[config.mk]
export PLATFORM = sky130hd
export DESIGN_NAME = router_fsm
export DESIGN_NICKNAME = d
export VERILOG_FILES = /design/src/rtl/router_fsm.sv
export SDC_FILE = /design/constraint.sdc
export NUM_CORES = 1
export LEC_CHECK = 0
export ABC_CLOCK_PERIOD_IN_PS = 2700
export CORE_AREA = 4 4 41 43
export DETAILED_ROUTE_END_ITERATION = 7
export DIE_AREA = 0 0 45 47
export PLACE_DENSITY = 0.69
export SLEW_MARGIN = 10
export SYNTH_ARGS = -nofsm -noshare
export SYNTH_HDL_FRONTEND = slang
export SYNTH_SLANG_ARGS = --single-unit
[constraint.sdc]
create_clock -name clock -period 2.7 [get_ports clock]
set_clock_uncertainty 0.15 [all_clocks]
set_input_delay 0.81 -clock clock [delete_from_list [all_inputs] [get_ports clock]]
set_output_delay 0.81 -clock clock [all_outputs]
set_load 0.05 [all_outputs]
[src/rtl/router_fsm.sv]
// router_fsm: packet-level controller of the 1x3 router.
// It decodes the header address and sequences the header, payload and parity loads into router_register.
// It also drives write_enb_reg and busy for the FIFO write path and the packet source.
module router_fsm #(
    parameter int NUM_PORTS = 3
) (
    input  logic       clock,
    input  logic       resetn,
    input  logic       pkt_valid,
    input  logic [1:0] data_in,
    input  logic       fifo_full,
    input  logic       fifo_empty_0,
    input  logic       fifo_empty_1,
    input  logic       fifo_empty_2,
    input  logic       soft_reset_0,
    input  logic       soft_reset_1,
    input  logic       soft_reset_2,
    input  logic       parity_done,
    input  logic       low_pkt_valid,
    output logic       detect_add,
    output logic       lfd_state,
    output logic       ld_state,
    output logic       laf_state,
    output logic       full_state,
    output logic       rst_int_reg,
    output logic       write_enb_reg,
    output logic       busy
);

    typedef enum logic [2:0] {
        DECODE_ADDRESS     = 3'd0,
        LOAD_FIRST_DATA    = 3'd1,
        LOAD_DATA          = 3'd2,
        LOAD_PARITY        = 3'd3,
        FIFO_FULL_STATE    = 3'd4,
        LOAD_AFTER_FULL    = 3'd5,
        WAIT_TILL_EMPTY    = 3'd6,
        CHECK_PARITY_ERROR = 3'd7
    } state_t;

    state_t      r_state;
    state_t      w_fsm_next;
    state_t      w_next_state;
    logic [1:0]  r_addr;
    logic        w_addr_ok;
    logic [3:0]  w_empty_v;
    logic [3:0]  w_soft_v;

    // Port-indexed views; bit 3 (address 3) is tied low, so indexing by any 2-bit address is in range.
    assign w_empty_v = {1'b0, fifo_empty_2, fifo_empty_1, fifo_empty_0};
    assign w_soft_v  = {1'b0, soft_reset_2, soft_reset_1, soft_reset_0};
    assign w_addr_ok = ({30'd0, data_in} < 32'(NUM_PORTS));

    // State register with asynchronous return to address decode.
    always_ff @(posedge clock or negedge resetn) begin
        if (!resetn) begin
            r_state <= DECODE_ADDRESS;
        end else begin
            r_state <= w_next_state;
        end
    end

    // Destination address capture; it selects the empty and soft-reset lines for the whole packet.
    always_ff @(posedge clock or negedge resetn) begin
        if (!resetn) begin
            r_addr <= 2'b00;
        end else if ((r_state == DECODE_ADDRESS) && pkt_valid) begin
            r_addr <= data_in;
        end else begin
            r_addr <= r_addr;
        end
    end

    // Normal packet sequencing, ignoring soft reset.
    always_comb begin
        w_fsm_next = r_state;
        case (r_state)
            DECODE_ADDRESS: begin
                if (pkt_valid && w_addr_ok) begin
                    if (w_empty_v[data_in]) begin
                        w_fsm_next = LOAD_FIRST_DATA;
                    end else begin
                        w_fsm_next = WAIT_TILL_EMPTY;
                    end
                end else begin
                    w_fsm_next = DECODE_ADDRESS;
                end
            end
            LOAD_FIRST_DATA: w_fsm_next = LOAD_DATA;
            LOAD_DATA: begin
                if (fifo_full) begin
                    w_fsm_next = FIFO_FULL_STATE;
                end else if (!pkt_valid) begin
                    w_fsm_next = LOAD_PARITY;
                end else begin
                    w_fsm_next = LOAD_DATA;
                end
            end
            FIFO_FULL_STATE: begin
                if (fifo_full) begin
                    w_fsm_next = FIFO_FULL_STATE;
                end else begin
                    w_fsm_next = LOAD_AFTER_FULL;
                end
            end
            LOAD_AFTER_FULL: begin
                if (parity_done) begin
                    w_fsm_next = DECODE_ADDRESS;
                end else if (low_pkt_valid) begin
                    w_fsm_next = LOAD_PARITY;
                end else begin
                    w_fsm_next = LOAD_DATA;
                end
            end
            LOAD_PARITY: w_fsm_next = CHECK_PARITY_ERROR;
            CHECK_PARITY_ERROR: begin
                if (fifo_full) begin
                    w_fsm_next = FIFO_FULL_STATE;
                end else begin
                    w_fsm_next = DECODE_ADDRESS;
                end
            end
            WAIT_TILL_EMPTY: begin
                if (w_empty_v[r_addr]) begin
                    w_fsm_next = LOAD_FIRST_DATA;
                end else begin
                    w_fsm_next = WAIT_TILL_EMPTY;
                end
            end
            default: w_fsm_next = DECODE_ADDRESS;
        endcase
    end

    // A soft reset of the selected port aborts the packet from any state except address decode.
    always_comb begin
        w_next_state = w_fsm_next;
        if ((r_state != DECODE_ADDRESS) && w_soft_v[r_addr]) begin
            w_next_state = DECODE_ADDRESS;
        end else begin
            w_next_state = w_fsm_next;
        end
    end

    // Moore output decode from the current state only.
    always_comb begin
        detect_add    = 1'b0;
        lfd_state     = 1'b0;
        ld_state      = 1'b0;
        laf_state     = 1'b0;
        full_state    = 1'b0;
        rst_int_reg   = 1'b0;
        write_enb_reg = 1'b0;
        busy          = 1'b1;
        case (r_state)
            DECODE_ADDRESS: begin
                detect_add = 1'b1;
                busy       = 1'b0;
            end
            LOAD_FIRST_DATA: lfd_state = 1'b1;
            LOAD_DATA: begin
                ld_state      = 1'b1;
                write_enb_reg = 1'b1;
                busy          = 1'b0;
            end
            LOAD_AFTER_FULL: begin
                laf_state     = 1'b1;
                write_enb_reg = 1'b1;
            end
            FIFO_FULL_STATE:    full_state    = 1'b1;
            LOAD_PARITY:        write_enb_reg = 1'b1;
            CHECK_PARITY_ERROR: rst_int_reg   = 1'b1;
            WAIT_TILL_EMPTY:    busy          = 1'b1;
            default: begin
                detect_add = 1'b1;
                busy       = 1'b0;
            end
        endcase
    end

endmodule

== After elaboration in Yosys (flattened, before gate mapping) ==
Index checks and enable logic that the tools add are counted.

* Equality and inequality tests: 7
* Reductions and logical operators: 7
* Magnitude comparators: 3
* Multiplexer cells: 25

{| class="wikitable"
|+ Operators with widths
! cell !! count
|-
| 3-bit case mux with 8 select lines || 1
|-
| 3-bit two-way mux || 6
|-
| 1-bit two-way mux || 14
|-
| 3-bit == test (second input constant) || 4
|-
| 1-bit binary-select mux with 2-bit select || 3
|-
| 3-bit by 2-bit == test with 1-bit output (second input constant) || 2
|-
| 2-bit by 3-bit less-than comparator with 1-bit output (second input constant) || 2
|-
| 3-bit by 1-bit == test with 1-bit output (second input constant) || 1
|-
| 1-bit logical AND || 3
|-
| 3-bit logical NOT || 1
|-
| 3-bit nonzero test || 1
|-
| 3-bit OR reduction || 1
|-
| 2-bit less-than comparator (second input constant) || 1
|-
| 2-bit two-way mux || 1
|-
| 2-bit OR reduction || 1
|}

* Register bits: 5
* Input bits: 14
* Output and inout port bits: 8
* Word-level logic and storage cells: 44

== Logic depth before layout (Yosys ltp) ==
* Depth after elaboration: 6
* Mapped depth: 5

== Least setup slack after synthesis ==
OpenSTA, ideal clock, no wires.

* Path type: flip-flop to output port
* Start: reg r_state[1]
* End: out write_enb_reg
* Path slack: 53 ps
* Buffers on the path: 1
* Data arrival time: 1687 ps
* Cell stages (with the launch flop): 3
* Cells stage by stage: dfrtp_1 > buf_2 > o21ai_0

* Longest elaborated chain between the ends: 3
* Elaborated cells between the ends (all ways): 5
* Those cells by class: 3 x eq/ne; 1 x mux; 1 x reduce/logical

{| class="wikitable"
|+ RTL lines
! element !! RTL line !! RTL
|-
| start: declaration || 41 || <nowiki>state_t r_state;</nowiki>
|-
| start signal: assignment || 59 || <nowiki>r_state <= w_next_state;</nowiki>
|-
| 3-bit == test or 3-bit by 2-bit == test with 1-bit output (tied branches) || 154 || <nowiki>case (r_state)</nowiki>
|-
| 3-bit OR reduction (no source line) * || -- ||
|-
| 1-bit two-way mux * || 154 ||
|-
| end: declaration || 26 || <nowiki>output logic write_enb_reg,</nowiki>
|}

Mark *: on every way between the ends. The rest lies on a longest branch, timed or not.

== Worst setup path after layout ==
* Start: reg r_state[0]
* End: out ld_state

* Longest elaborated chain between the ends: 2

{| class="wikitable"
|+ RTL lines
! element !! RTL line !! RTL
|-
| 3-bit by 2-bit == test with 1-bit output || 154 ||
|-
| 1-bit two-way mux || 154 ||
|-
| end: declaration || 22 || <nowiki>output logic ld_state,</nowiki>
|}

No other way between the ends.

==> results.json <==
{
  "place.gp.congestion": 0.739,
  "cts_sinks": 5,
  "criticalPathCategory": "register to output port",
  "hold_end": "r_addr[0]",
  "post-place-ws_ps": 299,
  "nNetsFinal": 89,
  "drive_above_1_share": 0.243,
  "leakagePower_nw": 0.278,
  "cp_cell_sequence": "or2_2 > nor2_1 > buf_12",
  "setup.worst_path.end_class": "output port",
  "cts-root-buf": "clkbuf_4",
  "clock_latency_ps": 240,
  "arrival_ps": 1450,
  "die_h_um": 47,
  "min_period_ps": 2410,
  "antenna_left": 0,
  "max_slew_margin": 0.728,
  "required_ps": 1740,
  "worst_pin_slew_ps": 408,
  "syn_avg_cell_area_um2": 8.69,
  "clk_pin_slew_ps": 40,
  "h-tree-depth": 1,
  "status": "complete, no violations",
  "drtIter0Drc": 10,
  "min_path_type": "register to register",
  "final-seq-area_um2": 125,
  "drv_slew": 0,
  "ys_warn_count": 0,
  "finalCritPeriodShare": 0.892,
  "grt_max_degree": 14,
  "floorplan.die_area_um2": 2120,
  "vias": 456,
  "setup_violations": 0,
  "crit_slowest_cell": "dfrtp_1",
  "yosys.area.top_type_share": 0.277,
  "ir_worst_vdd_v": 0.000654,
  "maxCapViolCount": 0,
  "post-cts-setup-buffers": 0,
  "multi_input_area_um2": 292,
  "hold_path.startpoint": "r_addr[0]",
  "drc": 0,
  "max_freq_mhz": 415,
  "grt_overflow": 0,
  "final_hold_viol_count": 0,
  "r2r_end": "r_state[0]",
  "antenna_found_initial": 0,
  "ioPinCount": 22,
  "rsz0062_at_grt": "no",
  "yosys-top-cells-area": "dfrtp_1 28%, mux2i_1 6.6%, o21a_1 6.6%",
  "drt_pass1_iterations": 4,
  "cpPeakStageDelay_ps": 500,
  "dp_hpwl_um": 816,
  "post_cts_resize_count": 0,
  "post-route-util": 0.526,
  "synthDistinctLibCells": 26,
  "initial_core_util": 0.347,
  "grt_first_pass_wirelength_um": 1570,
  "worst_slack_ps": 292,
  "crit_path_start_kind": "register",
  "grtUsageTotal": 0.105,
  "p_per_area_nw_per_um2": 1260,
  "hold_buffers": 0,
  "synth_nets": 66,
  "core_area_um2": 1300,
  "grt_pass1_vias": 415,
  "rrSetupSlack_ps": 1030,
  "synth_top_area_cell": "dfrtp_1",
  "fillerInstances": 157,
  "seq_area_frac_synth": 0.277,
  "cts_tree": "done",
  "syn_area_um2": 452,
  "clk_path_buf_depth": 2,
  "fin_setup_tns_ps": 0,
  "synth_cells": 52,
  "stdcell_count": 89,
  "synth-seq-cells": 5,
  "cts_buffers": 3,
  "via_per_inst": 5.12,
  "place_inst": 85,
  "die_x_um": 45,
  "worstRegToRegCells": 4,
  "port_buffers": 21,
  "totalWireLength_um": 982,
  "cp_max_fo": 10,
  "design_power_total_uw": 862,
  "area_growth_pct": 51.5,
  "r2r-start": "r_state[1]",
  "n_antenna_cell": 0,
  "num_rows": 13,
  "routedWlPerCell_um": 11.0,
  "hold_depth": 1
}
## layout make-up
cell class                 instances  area share
tap                               15      0.0274
timing repair buffer              21       0.314
clock buffer                       4      0.0384
multi-input combinational         42       0.426
inverter                           2      0.0110
sequential                         5       0.183
## worst max-delay path by stage
stage               startpoint            end  slack (ps)
finish              r_state[0]       ld_state         290
global route        r_state[0]  write_enb_reg         190
CTS                 r_state[0]       ld_state         280
detailed placement  data_in[1]     r_state[2]         300
global placement    data_in[1]     r_state[2]         330
floorplan           r_state[1]  write_enb_reg          50
## report_power, final
part | internal (mW) | switching, mW
clock | 0.0557 | 0.0278
sequential | 0.112 | 0.0835
combinational | 0.257 | 0.327
## state kept, by name, summed over array words and instances (netlist names)
name / cells
r_state: 3
r_addr: 2
## critical path, delay by kind of cell (launching register included)
family | cells | cell delay (ps)
and+or+nand+nor | 2 | 550
DFF | 1 | 500
buffers and inverters | 1 | 170
## cell usage after synthesis
master / count
nor3_1: 2
or2_2: 1
or3_4: 1
nand2_1: 5
o21ai_0: 4
mux2i_1: 3
and3_1: 1
o221ai_1: 1
dfrtp_1: 5
nand2b_1: 1
mux2_2: 2
nor2b_2: 1
nand3b_1: 2
inv_1: 2
a2111oi_2: 1
buf_6: 2
nor3_4: 1
nor2_1: 4
nand4_1: 1
a2bb2oi_1: 1
o311ai_0: 1
buf_2: 1
o21a_1: 4
nand3_1: 1
o22ai_1: 2
a21oi_1: 2
## through the flow
| stage | hold WS (ps) | instance area [um^2] |
|---|---|---|
| after floorplan | 364 | 452 |
| after global placement | 442 | 658 |
| after detailed placement | 442 | 658 |
| after CTS | 451 | 684 |
| after global routing | 489 | 684 |
| final | 445 | 684 |
## cell families after synthesis
family / count (synthesis) / share of synthesized area
buffers and inverters: 5 / 0.0776
multiplexers: 5 / 0.116
flip-flops: 5 / 0.277
AO/OA/AOI/OAI: 16 / 0.252
AND/OR/NAND/NOR: 21 / 0.277
## cells in the final DEF, fill, tap and decap left out, types with 2 or more instances in the layout
| cell type | n |
|---|---|
| clkbuf_4 | 3 |
| mux2i_1 | 3 |
| o21ai_0 | 4 |
| buf_12 | 2 |
| dfrtp_1 | 5 |
| nand2_1 | 5 |
| nand3b_1 | 2 |
| nor3_1 | 2 |
| o21a_1 | 4 |
| buf_4 | 6 |
| a21oi_1 | 2 |
| nor2_1 | 4 |
| mux2_2 | 2 |
| clkdlybuf4s50_1 | 13 |
| o22ai_1 | 2 |
| inv_1 | 2 |
## metal layers
metal,part of all wire,vias to the layer above,global-route usage,routed length (um)
met1,0.41,196,0.106,406
li1,-,236,-,-
met3,0.13,0,0.0728,124
met2,0.46,24,0.184,451
met5,0,-,0,0
met4,0,0,0.0175,0
Power figures use the tool's default switching activity.
